==> src/rtl/reg_scoreboard.sv <==
// reg_scoreboard: tracks in-flight destination registers between issue and
// write-back and stalls ID on pending sources or a saturated destination.
//
// Ports:
//   clk, reset          rising-edge clock, synchronous active-high reset
//   Issue               instruction in ID requests to advance into EX
//   RegWr_ID, AddrC_ID  issuing instruction writes AddrC_ID
//   Rs_ID, Rt_ID        source registers of the instruction in ID
//   UseRs_ID, UseRt_ID  instruction actually reads Rs / Rt
//   RegWr_WB, AddrC_WB  write-back retires a writer of AddrC_WB
//   Squash, AddrC_SQ    an issued writer of AddrC_SQ is killed
//   Stall               combinational: hold ID, bubble ID/EX
//   Busy                registered: some register is still in flight
//   Underflow           registered, sticky: retire/squash hit a zero count
module reg_scoreboard #(
    parameter int NREG    = 32,
    parameter int CNT_W   = 3,
    parameter int MAX_CNT = 7
) (
    input  logic       clk,
    input  logic       reset,
    input  logic       Issue,
    input  logic       RegWr_ID,
    input  logic [4:0] AddrC_ID,
    input  logic [4:0] Rs_ID,
    input  logic [4:0] Rt_ID,
    input  logic       UseRs_ID,
    input  logic       UseRt_ID,
    input  logic       RegWr_WB,
    input  logic [4:0] AddrC_WB,
    input  logic       Squash,
    input  logic [4:0] AddrC_SQ,
    output logic       Stall,
    output logic       Busy,
    output logic       Underflow
);

    // Two extra bits hold the signed range -2 .. MAX_CNT+1 of one update.
    localparam int SW = CNT_W + 2;
    localparam logic [CNT_W-1:0] CMAX = CNT_W'(MAX_CNT);

    logic [CNT_W-1:0] cnt     [NREG];
    logic [CNT_W-1:0] cnt_nxt [NREG];
    logic [SW-1:0]    sum     [NREG];
    logic [NREG-1:0]  uf;
    logic             busy_nxt;

    logic             ret_a;
    logic             ret_b;
    logic             ret_c;
    logic [CNT_W-1:0] left_a;
    logic [CNT_W-1:0] left_b;
    logic             haz_a;
    logic             haz_b;
    logic             full_c;
    logic             iss;

    // Hazard detection. A write-back in this cycle counts as already
    // retired because the register file writes before it reads.
    always_comb begin
        ret_a  = RegWr_WB && (AddrC_WB == Rs_ID);
        ret_b  = RegWr_WB && (AddrC_WB == Rt_ID);
        ret_c  = RegWr_WB && (AddrC_WB == AddrC_ID);
        left_a = cnt[Rs_ID] - CNT_W'(ret_a);
        left_b = cnt[Rt_ID] - CNT_W'(ret_b);
        haz_a  = UseRs_ID && (Rs_ID != '0) && (left_a != '0);
        haz_b  = UseRt_ID && (Rt_ID != '0) && (left_b != '0);
        full_c = RegWr_ID && (AddrC_ID != '0)
                 && (cnt[AddrC_ID] == CMAX) && !ret_c;
        Stall  = Issue && (haz_a || haz_b || full_c);
        iss    = Issue && !Stall && RegWr_ID && (AddrC_ID != '0);
    end

    // Per-register next count; a negative result clamps to zero and flags
    // underflow. Register 0 is never tracked.
    always_comb begin
        busy_nxt = 1'b0;
        for (int r = 0; r < NREG; r++) begin
            sum[r] = {2'b00, cnt[r]}
                     + SW'(iss && (AddrC_ID == 5'(r)))
                     - SW'(RegWr_WB && (AddrC_WB == 5'(r)))
                     - SW'(Squash && (AddrC_SQ == 5'(r)));
            uf[r] = (r != 0) && ($signed(sum[r]) < 0);
            if ((r == 0) || ($signed(sum[r]) < 0)) begin
                cnt_nxt[r] = '0;
            end else begin
                cnt_nxt[r] = sum[r][CNT_W-1:0];
            end
            busy_nxt = busy_nxt | (cnt_nxt[r] != '0);
        end
    end

    always_ff @(posedge clk) begin
        if (reset) begin
            for (int r = 0; r < NREG; r++) begin
                cnt[r] <= '0;
            end
            Busy      <= 1'b0;
            Underflow <= 1'b0;
        end else begin
            for (int r = 0; r < NREG; r++) begin
                cnt[r] <= cnt_nxt[r];
            end
            Busy      <= busy_nxt;
            Underflow <= Underflow | (|uf);
        end
    end

endmodule

==> config.mk <==
export PLATFORM = sky130hd
export DESIGN_NAME = reg_scoreboard
export DESIGN_NICKNAME = d
export VERILOG_FILES = /design/src/rtl/reg_scoreboard.sv
export SDC_FILE = /design/constraint.sdc
export NUM_CORES = 1
export LEC_CHECK = 0
export ABC_AREA = 1
export ABC_CLOCK_PERIOD_IN_PS = 6900
export CAP_MARGIN = 20
export CORE_UTILIZATION = 35
export CTS_BUF_LIST = sky130_fd_sc_hd__clkbuf_4 sky130_fd_sc_hd__clkbuf_8
export DETAILED_ROUTE_END_ITERATION = 10
export SLEW_MARGIN = 5
export SYNTH_ARGS = -nofsm -noshare
export SYNTH_HDL_FRONTEND = slang
export SYNTH_SLANG_ARGS = --single-unit
==> constraint.sdc <==
create_clock -name clk -period 6.9 [get_ports clk]
set_input_delay 1.725 -clock clk [delete_from_list [all_inputs] [get_ports clk]]
set_output_delay 1.725 -clock clk [all_outputs]
set_load 0.01 [all_outputs]
==> results.yml <==
clock_network:
  cts_made_buffers: 9
  clock_latency_ns: 0.41
  tritoncts: "yes"
  cts_buffer_depth: 2
  htree_levels: 3
  clock_sinks: 95
  path_clk_slew_ns: 0.10
  ctsHoldBuffers: 0
  cts_root_buffer: "clkbuf_8"
pwr:
  ir_drop_mv: 0.0840
  power.density_mw_per_mm2: 120
  power_mw: 1.43
  cellLeakagePower_nw: 5.87
placement:
  port_buffers: 35
  dp_hpwl_mm: 39.1
  place_inst: 2076
  gp_congestion: 1.02
detailed_routing:
  ant_nets: 0
  vias: 11400
  wl_mm: 47.2
  wl_per_cell_um: 22.5
  drtPass1Iterations: 7
  initialDrtViolationCount: 1416
  drc: 0
  routed_via_density: 5.45
finish:
  nNetsFinal: 1916
  final-instance-count-excl-fill: 2092
  utilization_pct: 39.6
  synthToLayoutAreaGrowth_pct: 10.7
  num_antenna_cells: 0
  drive_above_1_share_pct: 6.64
yosys:
  synth_edf_count: 0
  ys_seq_area_share_pct: 17.8
  synth_top_area_cell: "ha_1"
  synth_seq_cells: 95
  yosysTopAreaCellShare_pct: 18.1
  synthCells: 1662
  synthSimpleGateAreaFrac_pct: 34.7
  synthAdderAreaFrac_pct: 23.9
  syn_area_mm2: 0.0107
  synth_compound_area_share_pct: 8.81
  synth_nets: 1881
  syn_area_per_cell_um2: 6.43
  synth_top_family_by_area: "simple AND/OR/NAND/NOR gates"
  synth_xor_area_share_pct: 2.29
  synth_mux_area_share_pct: 0
  synth.distinct_cells: 39
  yosys_warnings: 0
  ys_top_cells_by_area: "ha_1 (18%), dfxtp_1 (18%), nand2_1 (15%)"
  synth_async_sr_flop_share_pct: 0
  dominantRegCellSynth: "dfxtp_1"
sta:
  period_minus_slack_ns: 6.66
  rsz0062_at_grt: "false"
  fmax_mhz: 150
  skew_ns: 0.0190
  report.final.slew_viol_count: 0
  slew-limit-headroom_pct: 46.8
  fin_crit_sh_pct: 96.5
  holdWs_ns: 0.651
  setup-violations-final: 0
  worstMarginPinSlew_ns: 0.791
  tns_ns: 0
  hold_viol: 0
critical_path:
  crit_required_ns: 7.17
  r2r_start: "cnt[10][0]"
  cp_max_fo: 14
  critPathLaunch: "Rs_ID[1]"
  rrSetupSlack_ns: 1.91
  critPathCaptureType: "flip-flop"
  crit_type: "input port to flip-flop"
  arrival_ns: 6.93
  cp-start-kind: "input port"
die:
  rows: 63
  die_area_mm2: 0.0312
  die_h_um: 177
  start_util_pct: 35.8
  ios: 36
  dieWidth_um: 177
  core_area_mm2: 0.0299
global_routing:
  grt_max_degree: 58
  grt_pass1_vias: 10800
  grt_pass1_wl_mm: 69.8
  grt_antenna_before_repair: 1
  grt.total_usage_pct: 30.8
  grt-ovfl-total: 0
run_status:
  outcome: "complete, no violations"
worst_hold_path:
  min_from: "cnt[22][0]"
  hold_class: "flip-flop to flip-flop"
job:
  cap_violations: 0
critical path, stage by stage:
cell and delay [ns]:
clkdlybuf4s50_1 0.52, buf_12 0.21, nor2_2 0.13, buf_4 0.20, a21oi_1 0.10, o221ai_1 0.10, o211ai_1 0.11, nand3_1 0.12
nand2_1 0.07, ha_1 0.28, nand2_1 0.05, nor2_1 0.12, nand3_2 0.13, a21oi_4 0.23, buf_12 0.15, nand4_1 0.10
fa_1 0.50, inv_1 0.11, ha_1 0.22, ha_1 0.22, nand2_1 0.07, nand2_1 0.11, nand2_1 0.12, nand4_1 0.14
nor4_1 0.72, nand4_1 0.15, nor2_1 0.14, a21oi_1 0.07
cells by family after synthesis:
| family | Yosys count |
|---|---|
| AO/OA/AOI/OAI | 161 |
| adder cells (fa/ha/maj) | 186 |
| flip-flops | 95 |
| buffers and inverters | 321 |
| XOR/XNOR | 28 |
| AND/OR/NAND/NOR | 871 |
routing by layer:
metal	part of all wire, %	routed length, um	vias to the layer above	global-route usage (%)
met5	0.017	8	-	0
met4	5.1	2380	2	14.3
met3	9.6	4520	116	6.46
met2	43	20400	574	47.4
met1	42	19800	5313	40.9
li1	-	-	5404	-
cell usage in the layout (no fill, tap or decap), drive strengths merged:
master,n
nand2,440
inv,247
nor2,195
ha,155
nand3,134
dfxtp,95
o21ai,65
buf,64
nand4,52
a21oi,49
nor3,38
clkdlybuf4s50,32
fa,31
xnor2,27
o211ai,17
a21boi,11
clkbuf,11
o221ai,8
nor4,7
clkinv,7
o22ai,6
o2111ai,3
or2,3
nand3b,1
o31ai,1
xor2,1
and3,1
a221oi,1
cell usage after synthesis, types with 2 or more instances:
cell,count
a21boi_0,11
a21oi_1,48
buf_1,5
buf_2,26
buf_4,12
buf_6,6
clkbuf_1,22
clkinv_1,3
dfxtp_1,95
fa_1,31
ha_1,155
inv_1,239
inv_2,7
nand2_1,438
nand2_2,2
nand3_1,132
nand3_2,2
nand4_1,51
nor2_1,179
nor2_2,15
nor3_1,38
nor4_1,7
o2111ai_1,3
o211ai_1,17
o21ai_0,61
o21ai_1,4
o221ai_1,8
o22ai_1,6
or2_2,3
xnor2_1,27
repair_timing:
action | CTS | global route
setup buffers | 0 | 0
endpoints found under the hold margin | 0 | 0
setup endpoints to repair | 0 | 1
resized for setup | 0 | 1
area by class of cell:
| cell class | instances | area (um^2) |
|---|---|---|
| Clock buffer | 11 | 145 |
| Clock inverter | 5 | 32.5 |
| Fill cell | 3283 | 18000 |
| Inverter | 249 | 935 |
| Multi-Input combinational cell | 1246 | 7470 |
| Sequential cell | 95 | 1900 |
| Tap cell | 390 | 488 |
| Timing Repair Buffer | 96 | 871 |
state kept, by name, indices dropped and copies added, names as in the netlist:
register / count
Underflow: 1
Busy: 1
cnt: 93
final timing paths:
path / endpoint / cells after the start
hold / removal: cnt[22][0] / 3
setup / recovery: Busy / 28
hold reg to reg: cnt[22][0] / 3
setup reg to reg: Busy / 26
where the power goes:
group | leakage [nW] | switching (mW) | internal, mW | total [mW]
Clock | 0.0969 | 0.229 | 0.145 | 0.374
Sequential | 0.769 | 0.0162 | 0.564 | 0.580
Combinational | 5.01 | 0.315 | 0.156 | 0.471
Total | 5.87 | 0.560 | 0.866 | 1.43
through the flow:
| stage | worst slack, ns | cell area [um^2] |
|---|---|---|
| floorplan | 1.22 | 10700 |
| global placement | -0.156 | 11700 |
| detailed placement | -0.127 | 11700 |
| CTS | 0.299 | 11800 |
| global route | 0.0127 | 11800 |
| finish | 0.242 | 11800 |
(Power assumes the default switching activity.)
